`src/rtl/pipelined_subtractor_16bit_pkg.sv`:
```
`default_nettype none
// ============================================================================
// Module  : pipelined_subtractor_16bit_pkg
// Purpose : Shared types and constants for the two-stage 16-bit subtractor.
//           Holds the operand width and half width, the saturation limits and
//           the packed stage-1 pipeline register layout.
// Ports   : none (package)
// Revision: 1.0 - initial release
// ============================================================================
package pipelined_subtractor_16bit_pkg;

  localparam int SUB_WIDTH = 16;
  localparam int SUB_HALF  = SUB_WIDTH / 2;

  localparam logic [SUB_WIDTH-1:0] MAX_POS = 16'h7FFF;
  localparam logic [SUB_WIDTH-1:0] MAX_NEG = 16'h8000;

  // Everything stage 2 needs: the finished low byte, the inter-byte carry,
  // the untouched high halves (subtrahend already inverted) and both sign
  // bits for the overflow test.
  typedef struct packed {
    logic [SUB_HALF-1:0] lo;
    logic                c_mid;
    logic [SUB_HALF-1:0] a_hi;
    logic [SUB_HALF-1:0] nb_hi;
    logic                a_msb;
    logic                b_msb;
  } s1_reg_t;

  // Saturation target follows the sign of the minuend.
  function automatic logic [SUB_WIDTH-1:0] sat_value(input logic a_msb);
    return a_msb ? MAX_NEG : MAX_POS;
  endfunction

endpackage
`default_nettype wire

```
`src/rtl/pipelined_subtractor_16bit_sub_slice_8bit.sv`:
```
`default_nettype none
// ============================================================================
// Module  : sub_slice_8bit
// Purpose : Combinational W-bit carry-lookahead computation of x + ~y + cin.
//           Used once per pipeline stage of the subtractor.
// Ports   : i_x    - first operand
//           i_y    - operand to be inverted
//           i_cin  - carry in
//           o_sum  - W-bit sum
//           o_cout - carry out
// Revision: 1.0 - initial release
// ============================================================================
module sub_slice_8bit #(
  parameter int W = 8
) (
  input  logic [W-1:0] i_x,
  input  logic [W-1:0] i_y,
  input  logic         i_cin,
  output logic [W-1:0] o_sum,
  output logic         o_cout
);

  logic [W-1:0] w_g;
  logic [W-1:0] w_p;
  logic [W:0]   w_c;

  assign w_g = i_x & ~i_y;
  assign w_p = i_x ^ ~i_y;

  // Each carry is the flat OR of every generate term that can reach it,
  // masked by the running product of intervening propagates.
  always_comb begin
    logic acc;
    logic pp;
    w_c    = '0;
    w_c[0] = i_cin;
    for (int i = 0; i < W; i++) begin
      acc = w_g[i];
      pp  = w_p[i];
      for (int j = i - 1; j >= 0; j--) begin
        acc = acc | (pp & w_g[j]);
        pp  = pp & w_p[j];
      end
      acc      = acc | (pp & i_cin);
      w_c[i+1] = acc;
    end
  end

  assign o_sum  = w_p ^ w_c[W-1:0];
  assign o_cout = w_c[W];

endmodule
`default_nettype wire

```
`src/rtl/pipelined_subtractor_16bit.sv`:
```
`default_nettype none
// ============================================================================
// Module  : pipelined_subtractor_16bit
// Purpose : Two-stage valid/ready pipelined subtractor, d = a - b - bin.
//           Stage 1 resolves the low half, stage 2 the high half plus flags.
//           Optional macro SUB_SATURATE_EN clamps d on signed overflow.
// Ports   : clk, rst_n (async, active-low)
//           in_valid/in_ready   - input handshake, operands a, b, bin
//           out_valid/out_ready - output handshake
//           d    - difference        bout - unsigned borrow out
//           ovf  - signed overflow   zero - d == 0
// Notes   : WIDTH must be even and match the package width.
// Revision: 1.0 - initial release
// ============================================================================
module pipelined_subtractor_16bit
  import pipelined_subtractor_16bit_pkg::*;
#(
  parameter int WIDTH = SUB_WIDTH
) (
  input  logic             clk,
  input  logic             rst_n,
  input  logic             in_valid,
  output logic             in_ready,
  input  logic [WIDTH-1:0] a,
  input  logic [WIDTH-1:0] b,
  input  logic             bin,
  output logic             out_valid,
  input  logic             out_ready,
  output logic [WIDTH-1:0] d,
  output logic             bout,
  output logic             ovf,
  output logic             zero
);

  localparam int L = WIDTH / 2;

  logic             r_s1_valid;
  s1_reg_t          r_s1;
  logic             r_s2_valid;
  logic [WIDTH-1:0] r_d;
  logic             r_bout;
  logic             r_ovf;
  logic             r_zero;

  logic             w_s2_adv;
  logic [L-1:0]     w_lo;
  logic             w_c_mid;
  s1_reg_t          w_s1_next;
  logic [L-1:0]     w_hi;
  logic             w_c_out;
  logic [WIDTH-1:0] w_raw;
  logic             w_ovf;
  logic [WIDTH-1:0] w_d_next;
  logic             w_zero;

  // Stage 2 may take new data when empty or when its result leaves this
  // cycle; stage 1 may refill whenever it is empty or stage 2 moves.
  assign w_s2_adv = !r_s2_valid || out_ready;
  assign in_ready = !r_s1_valid || w_s2_adv;

  // Stage 1: low half with carry-in = ~bin (subtract as add of complement).
  sub_slice_8bit #(.W(L)) u_slice_lo (
    .i_x    (a[L-1:0]),
    .i_y    (b[L-1:0]),
    .i_cin  (~bin),
    .o_sum  (w_lo),
    .o_cout (w_c_mid)
  );

  assign w_s1_next.lo    = w_lo;
  assign w_s1_next.c_mid = w_c_mid;
  assign w_s1_next.a_hi  = a[WIDTH-1:L];
  assign w_s1_next.nb_hi = ~b[WIDTH-1:L];
  assign w_s1_next.a_msb = a[WIDTH-1];
  assign w_s1_next.b_msb = b[WIDTH-1];

  // Stage 2: the slice re-inverts its y input, so feed it the original
  // high half of b to end up adding nb_hi.
  sub_slice_8bit #(.W(L)) u_slice_hi (
    .i_x    (r_s1.a_hi),
    .i_y    (~r_s1.nb_hi),
    .i_cin  (r_s1.c_mid),
    .o_sum  (w_hi),
    .o_cout (w_c_out)
  );

  assign w_raw = {w_hi, r_s1.lo};
  assign w_ovf = (r_s1.a_msb != r_s1.b_msb) && (w_raw[WIDTH-1] != r_s1.a_msb);

`ifdef SUB_SATURATE_EN
  assign w_d_next = w_ovf ? sat_value(r_s1.a_msb) : w_raw;
`else
  assign w_d_next = w_raw;
`endif

  assign w_zero = (w_d_next == '0);

  always_ff @(posedge clk or negedge rst_n) begin
    if (!rst_n) begin
      r_s1_valid <= 1'b0;
      r_s1       <= '0;
      r_s2_valid <= 1'b0;
      r_d        <= '0;
      r_bout     <= 1'b0;
      r_ovf      <= 1'b0;
      r_zero     <= 1'b0;
    end else begin
      if (in_ready) begin
        r_s1_valid <= in_valid;
        if (in_valid) begin
          r_s1 <= w_s1_next;
        end
      end
      // Result registers only load on real data so an empty pipe keeps
      // presenting the last result.
      if (w_s2_adv) begin
        r_s2_valid <= r_s1_valid;
        if (r_s1_valid) begin
          r_d    <= w_d_next;
          r_bout <= ~w_c_out;
          r_ovf  <= w_ovf;
          r_zero <= w_zero;
        end
      end
    end
  end

  assign out_valid = r_s2_valid;
  assign d         = r_d;
  assign bout      = r_bout;
  assign ovf       = r_ovf;
  assign zero      = r_zero;

endmodule
`default_nettype wire

```
`config.mk`:
```
export PLATFORM = sky130hd
export DESIGN_NAME = pipelined_subtractor_16bit
export DESIGN_NICKNAME = d
export VERILOG_FILES = /design/src/rtl/pipelined_subtractor_16bit_pkg.sv /design/src/rtl/pipelined_subtractor_16bit_sub_slice_8bit.sv /design/src/rtl/pipelined_subtractor_16bit.sv
export SDC_FILE = /design/constraint.sdc
export NUM_CORES = 1
export LEC_CHECK = 0
export ABC_AREA = 1
export BUFFER_PORTS_ARGS = -buffer_cell sky130_fd_sc_hd__buf_2
export CORE_MARGIN = 1
export CORE_UTILIZATION = 54
export CTS_CLUSTER_SIZE = 30
export DETAILED_ROUTE_END_ITERATION = 7
export GPL_TIMING_DRIVEN = 1
export PLACE_DENSITY = 0.9
export SYNTH_ARGS = -nofsm -noshare
export SYNTH_HDL_FRONTEND = slang
export SYNTH_SLANG_ARGS = --single-unit
export TNS_END_PERCENT = 50
```
`constraint.sdc`:
```
create_clock -name clk -period 2.2 [get_ports clk]
set_input_delay 0.44 -clock clk [delete_from_list [all_inputs] [get_ports clk]]
set_output_delay 0.44 -clock clk [all_outputs]
set_load 0.005 [all_outputs]
```
# [Word level (Yosys, flattened, before mapping)]
# Cells that the tools add are included.
[word_totals] output_inout_bits=21 input_bits=37 reg_bits=48 elab_cells=234
[classes] reduce_logical=8 bitwise=212 eq_ne=2
[op_table] cell="$and 1x1->1" count=128
[op_table] cell="$or 1x1->1" count=72
[op_table] cell="$not 8->8" count=4
[op_table] cell="$xor 8x8->8" count=4
[op_table] cell="$and 8x8->8" count=2
[op_table] cell="$logic_not 16->1" count=1
[op_table] cell="$reduce_and 2->1" count=2
[op_table] cell="$logic_not 1->1" count=2
[op_table] cell="$logic_or 1x1->1" count=2
[op_table] cell="$ne 1x1->1" count=2
[op_table] cell="$not 1->1" count=2
[op_table] cell="$logic_and 1x1->1" count=1

# [Depth between registers and ports, before layout]
[depth] word_depth=14 mapped_depth=12 depth_no_buf=12

# [By module]
# Synthesis repeated with hierarchy kept, for this count alone.
[hier_totals] cells_unflattened=377 hier_area_um2=2795.2
[modules_own_cells] mod="pipelined_subtractor_16bit" seq_area_each_um2=1176.1 area_each_um2=1879.3 n_inst=1 cells_per_inst=215
[modules_own_cells] mod="sub_slice_8bit" seq_area_each_um2=0.0 area_each_um2=457.9 n_inst=2 cells_per_inst=81

# [Worst setup path before layout]
# OpenSTA, ideal clock, no wires.
[synth_timing] path_type="input to register" from="input b[3]" to="register r_s1[24] (netlist name)" setup_slack_ns=0.624 required_time_ns=2.074 path_stages=11 setup_time_ns=0.126 arrival_ns=1.450 n_path_buf=0 cell_sequence="inv_1 > ha_1 > nand2_1 > nor2_1 > nand3_1 > nand4_1 > nand2_1 > nand2_1 > nand2_1 > nand3_1 > o21ai_0"
[synth_via] elab_chain_len=9 word_cells_on_any_way=18 cone_classes="bitwise (18)"
[synth_lines] element="start: declaration" line_no="pipelined_subtractor_16bit.sv:25" source="input logic [WIDTH-1:0] b,"
[synth_lines] element="$not 8->8 *" line_no="pipelined_subtractor_16bit_sub_slice_8bit.sv:27, pipelined_subtractor_16bit_sub_slice_8bit.sv:28"
[synth_lines] element="$and 8x8->8 or $xor 8x8->8 (tied branches)" line_no="pipelined_subtractor_16bit_sub_slice_8bit.sv:27, pipelined_subtractor_16bit_sub_slice_8bit.sv:28"
[synth_lines] element="$and 1x1->1, on equally long branches" line_no="pipelined_subtractor_16bit_sub_slice_8bit.sv:41, pipelined_subtractor_16bit_sub_slice_8bit.sv:42"
[synth_lines] element="$or 1x1->1, or another cell as far along (3 in a row)" line_no="pipelined_subtractor_16bit_sub_slice_8bit.sv:41" source="acc = acc | (pp & w_g[j]);"
[synth_lines] element="$or 1x1->1 or $and 1x1->1 (tied branches)" line_no="pipelined_subtractor_16bit_sub_slice_8bit.sv:41, pipelined_subtractor_16bit_sub_slice_8bit.sv:44"
[synth_lines] element="$or 1x1->1 *" line_no="pipelined_subtractor_16bit_sub_slice_8bit.sv:44" source="acc = acc | (pp & i_cin);"
[synth_lines] element="$xor 8x8->8 *" line_no="pipelined_subtractor_16bit_sub_slice_8bit.sv:49" source="assign o_sum = w_p ^ w_c[W-1:0];"
[synth_lines] element="end signal: assignment" line_no="pipelined_subtractor_16bit.sv:111" source="r_s1 <= w_s1_next;"
[synth_lines] element="end: declaration" line_no="pipelined_subtractor_16bit.sv:38" source="s1_reg_t r_s1;"
# Mark *: on every way between the ends. The rest lies on a longest branch, timed or not.
# A chain may end at the register's enable or synchronous reset.

# [Worst setup path in the final report]
[layout_timing] from="register r_s1[3] (netlist name)" to="register r_zero (netlist: zero)"
[layout_via] elab_chain_len=9 word_cells_on_any_way=51 cone_classes="bitwise (50); reduce/logical (1)"
[layout_lines] element="$not 8->8 *" line_no="pipelined_subtractor_16bit.sv:81" source=".i_y (~r_s1.nb_hi),"
[layout_lines] element="$not 8->8 *" line_no="pipelined_subtractor_16bit_sub_slice_8bit.sv:27, pipelined_subtractor_16bit_sub_slice_8bit.sv:28"
[layout_lines] element="$and 8x8->8 or $xor 8x8->8 (tied branches)" line_no="pipelined_subtractor_16bit_sub_slice_8bit.sv:27, pipelined_subtractor_16bit_sub_slice_8bit.sv:28"
[layout_lines] element="$and 1x1->1, on equally long branches" line_no="pipelined_subtractor_16bit_sub_slice_8bit.sv:41, pipelined_subtractor_16bit_sub_slice_8bit.sv:42"
[layout_lines] element="$or 1x1->1, or another cell as far along" line_no="pipelined_subtractor_16bit_sub_slice_8bit.sv:41"
[layout_lines] element="$or 1x1->1 or $and 1x1->1 (tied branches)" line_no="pipelined_subtractor_16bit_sub_slice_8bit.sv:41, pipelined_subtractor_16bit_sub_slice_8bit.sv:44"
[layout_lines] element="$or 1x1->1" line_no="pipelined_subtractor_16bit_sub_slice_8bit.sv:44"
[layout_lines] element="$xor 8x8->8 *" line_no="pipelined_subtractor_16bit_sub_slice_8bit.sv:49"
[layout_lines] element="$logic_not 16->1 *" line_no="pipelined_subtractor_16bit.sv:96" source="assign w_zero = (w_d_next == '0);"
[layout_lines] element="end signal: assignment" line_no="pipelined_subtractor_16bit.sv:122" source="r_zero <= w_zero;"
[layout_lines] element="end: declaration" line_no="pipelined_subtractor_16bit.sv:43" source="logic r_zero;"
# Marked as above.

==> run summary <==
Minimum clock period -> 1.75 ns
Area share of the largest cell type after synthesis -> 0.450
Part of the power in the clock network -> 0.200
Area Growth Syn to Fin -> 17.3%
Slew Viols, Final -> 0
Crit path launch type -> flop
Vias -> 2325
Worst path max stage delay -> 0.39 ns
Core footprint -> 4500 sq um
Routability Congestion -> 0.836
Setup CP Type -> reg2reg
Io pins -> 58
Worst Path Arrival -> 2.00 ns
Cell Chain, Critical Path -> ha_1, nand2_1, nand2_1, inv_1, nand2_1, nand2_1, nand2_1, nor2_1, nand2_2, nor2_2, nand4_1, nand2_1
Drt first-iter violations -> 169
Clock skew -> 0.00809 ns
Power Internal -> 1740 uW
Ant. Diodes -> 0
I/O Buffers -> 57
Sw Ratio -> 0.362
Post-Synthesis Cells -> 338
Overall power -> 2730 uW
Status -> finished clean
Part of the cycle the worst path needs -> 0.795
WL met2 -> 2530 microns
P_leak -> 0.00173 uW
Crit path max-delay family -> simple AND/OR/NAND/NOR gates
Num CTS Buffers -> 5
Cells after DPL -> 443
Measured slew at the worst slew-check pin -> 0.713 ns
Max-Cap Viols -> 0
Maximum fanout along the worst path -> 5
First-pass GRT wire length -> 9430 microns
DPL Wire Length -> 4190 microns
Leading post-synthesis cells by instance count -> 115 x nand2_1, 47 x dfrtp_1, 41 x inv_1
Layout cells sized above 1 -> 0.198
Initial antenna violation count -> 0
Netlist Area Pre-Place -> 2620 sq um
Fmax -> 572 MHz
Nets -> 455
Vias in the first global route -> 2208
Sequential power share -> 0.450
Top sig layer -> met4
Async S/R FF share, synth -> 1.00
Number of enable flip-flop cells after synthesis -> 0
Clock sinks -> 47
Critical path buffers and inverters -> 1
Slowest stage cell, crit path -> dfrtp_1
Hold Fails Final Rpt -> 0
Largest net degree at the start of global routing -> 30
Initial DRT Pass Iterations -> 4
Die X -> 71.6 microns
Fraction of the yosys area taken by sequential cells -> 0.450
Leading area contributor after synthesis -> dfrtp_1
DR WL/cell -> 12.0 microns
Die ar. -> 5130 sq um
Psw -> 987 uW
DRC -> 0
Worst VDD drop -> 0.441 mV
TritonCTS clock tree -> yes
Worst hold path type -> in2reg
Post-Syn Nets -> 394
Routed wire length -> 5420 microns
Synth cell types -> 23
Initial Util -> 0.581
CP Data Required Time -> 2.45 ns
Finished Layout Cells -> 452
DRT antenna net count -> 0
Most used DFF post-synth -> dfrtp_1
Postcts setup bufs -> 0
Die Ht -> 71.6 microns
Clk pin slew, worst setup/hold paths -> 0.09 ns
Syn_area_per_cell -> 7.74 sq um
Most common cell in the synthesized netlist -> nand2_1
Clock H-tree levels -> 2
Root Buffer -> clkbuf_8
Seq cells post-synth -> 47
Cell repeated most along the worst path -> nand2_1
Clock Path Buffers -> 2
RSZ-0062 raised after global routing -> false
Total grt overflow -> 0
Vias per inst -> 5.14
Setup TNS -> 0 ns
Count of warnings emitted by yosys -> 0
Total GRT Usage -> 0.233
WL met1 -> 2550 microns
Finish-stage setup viols -> 0
Clk_lat worst skew -> 0.30 ns
R2R Setup Slk -> 0.45 ns
Met3 wire len -> 261 microns
Crit end category -> flop
Combinational share of power -> 0.350
Max_slew headroom -> 0.524
Ranking of synthesized cells by area -> dfrtp_1 45%, nand2_1 16%, ha_1 8.1%
Worst hold margin -> 0.325 ns
Pwr Density -> 888 nW/um^2
Site Rows -> 24
==> metrics by stage <==
stage | instance area [sq um] | util | worst slack, ns
finish | 3070 | 0.681 | 0.452
global route | 3070 | 0.681 | 0.296
CTS | 3070 | 0.681 | 0.450
detailed placement | 2960 | 0.657 | 0.321
global placement | 2960 | 0.657 | 0.425
floorplan | 2620 | - | 0.624
==> cell usage in the layout, fill, tap and decap left out, types with 3 or more instances in the layout <==
master,synthesis,routed
clkbuf_8,0,6
buf_2,5,57
ha_1,17,17
nand2_2,6,6
nand3_1,21,21
o22ai_1,3,3
nand2_1,115,115
o21ai_0,24,24
inv_1,41,41
a21oi_1,7,7
nand4_1,6,6
nor2_1,27,27
buf_4,0,4
dfrtp_1,47,47
==> cell families after synthesis <==
group | count (synthesis) | synth area share
simple gates | 181 | 0.293
buf+inv | 49 | 0.0727
flops | 47 | 0.450
compound gates | 40 | 0.0818
fa+ha+maj | 19 | 0.0966
xor+xnor | 2 | 0.00670
==> registers in the layout (all words and copies together) (netlist names) <==
register    count
r_s1_valid      1
zero            1
d              16
out_valid       1
bout            1
r_s1           26
ovf             1
==> timing repair <==
action,4_1_cts,5_1_grt
endpoints found under the hold margin,7,0
hold buffers,1,0
resized for setup,0,0
==> area by class of cell <==
type                            count  area (sq um)
Fill cell                         403          1440
Multi-Input combinational cell    242          1250
Sequential cell                    47          1180
Timing Repair Buffer               62           325
Inverter                           41           154
Clock buffer                        6          82.6
Tap cell                           52          65.1
Clock inverter                      2          16.3
==> final timing paths <==
path                            startpoint  endpoint  cells after the start
max in group asynchronous            rst_n  r_s1[18]                      3
worst min register to register        bout      bout                      2
worst min-delay path                 b[13]   r_s1[7]                      2
min in group asynchronous            rst_n  r_s1[15]                      2
worst max-delay path               r_s1[3]      zero                     12
worst max register to register     r_s1[3]      zero                     12
==> power by group through the flow <==
| stage | clock (uW) | combinational [uW] | sequential, uW |
|---|---|---|---|
| finish | 546 | 954 | 1230 |
| global route | 584 | 1110 | 1250 |
| CTS | 556 | 955 | 1230 |
| detailed placement | 0 | 946 | 1240 |
| global placement | 0 | 917 | 1220 |
| floorplan | 0 | 608 | 1230 |
==> worst register-to-register path, cell delays in order, from the launching register on <==
cell	delay, ns
dfrtp_1	0.39
ha_1	0.37
nand2_1	0.09
nand2_1	0.11
inv_1	0.10
nand2_1	0.07
nand2_1	0.08
nand2_1	0.05
nor2_1	0.14
nand2_2	0.07
nor2_2	0.08
nand4_1	0.09
nand2_1	0.06
==> layer usage <==
layer | GRT usage | vias up
met5 | 0 | -
met3 | 0.0309 | 8
met2 | 0.376 | 75
met4 | 0.109 | 0
met1 | 0.315 | 1050
li1 | - | 1192
No activity file was read; power rests on OpenSTA's default activity.
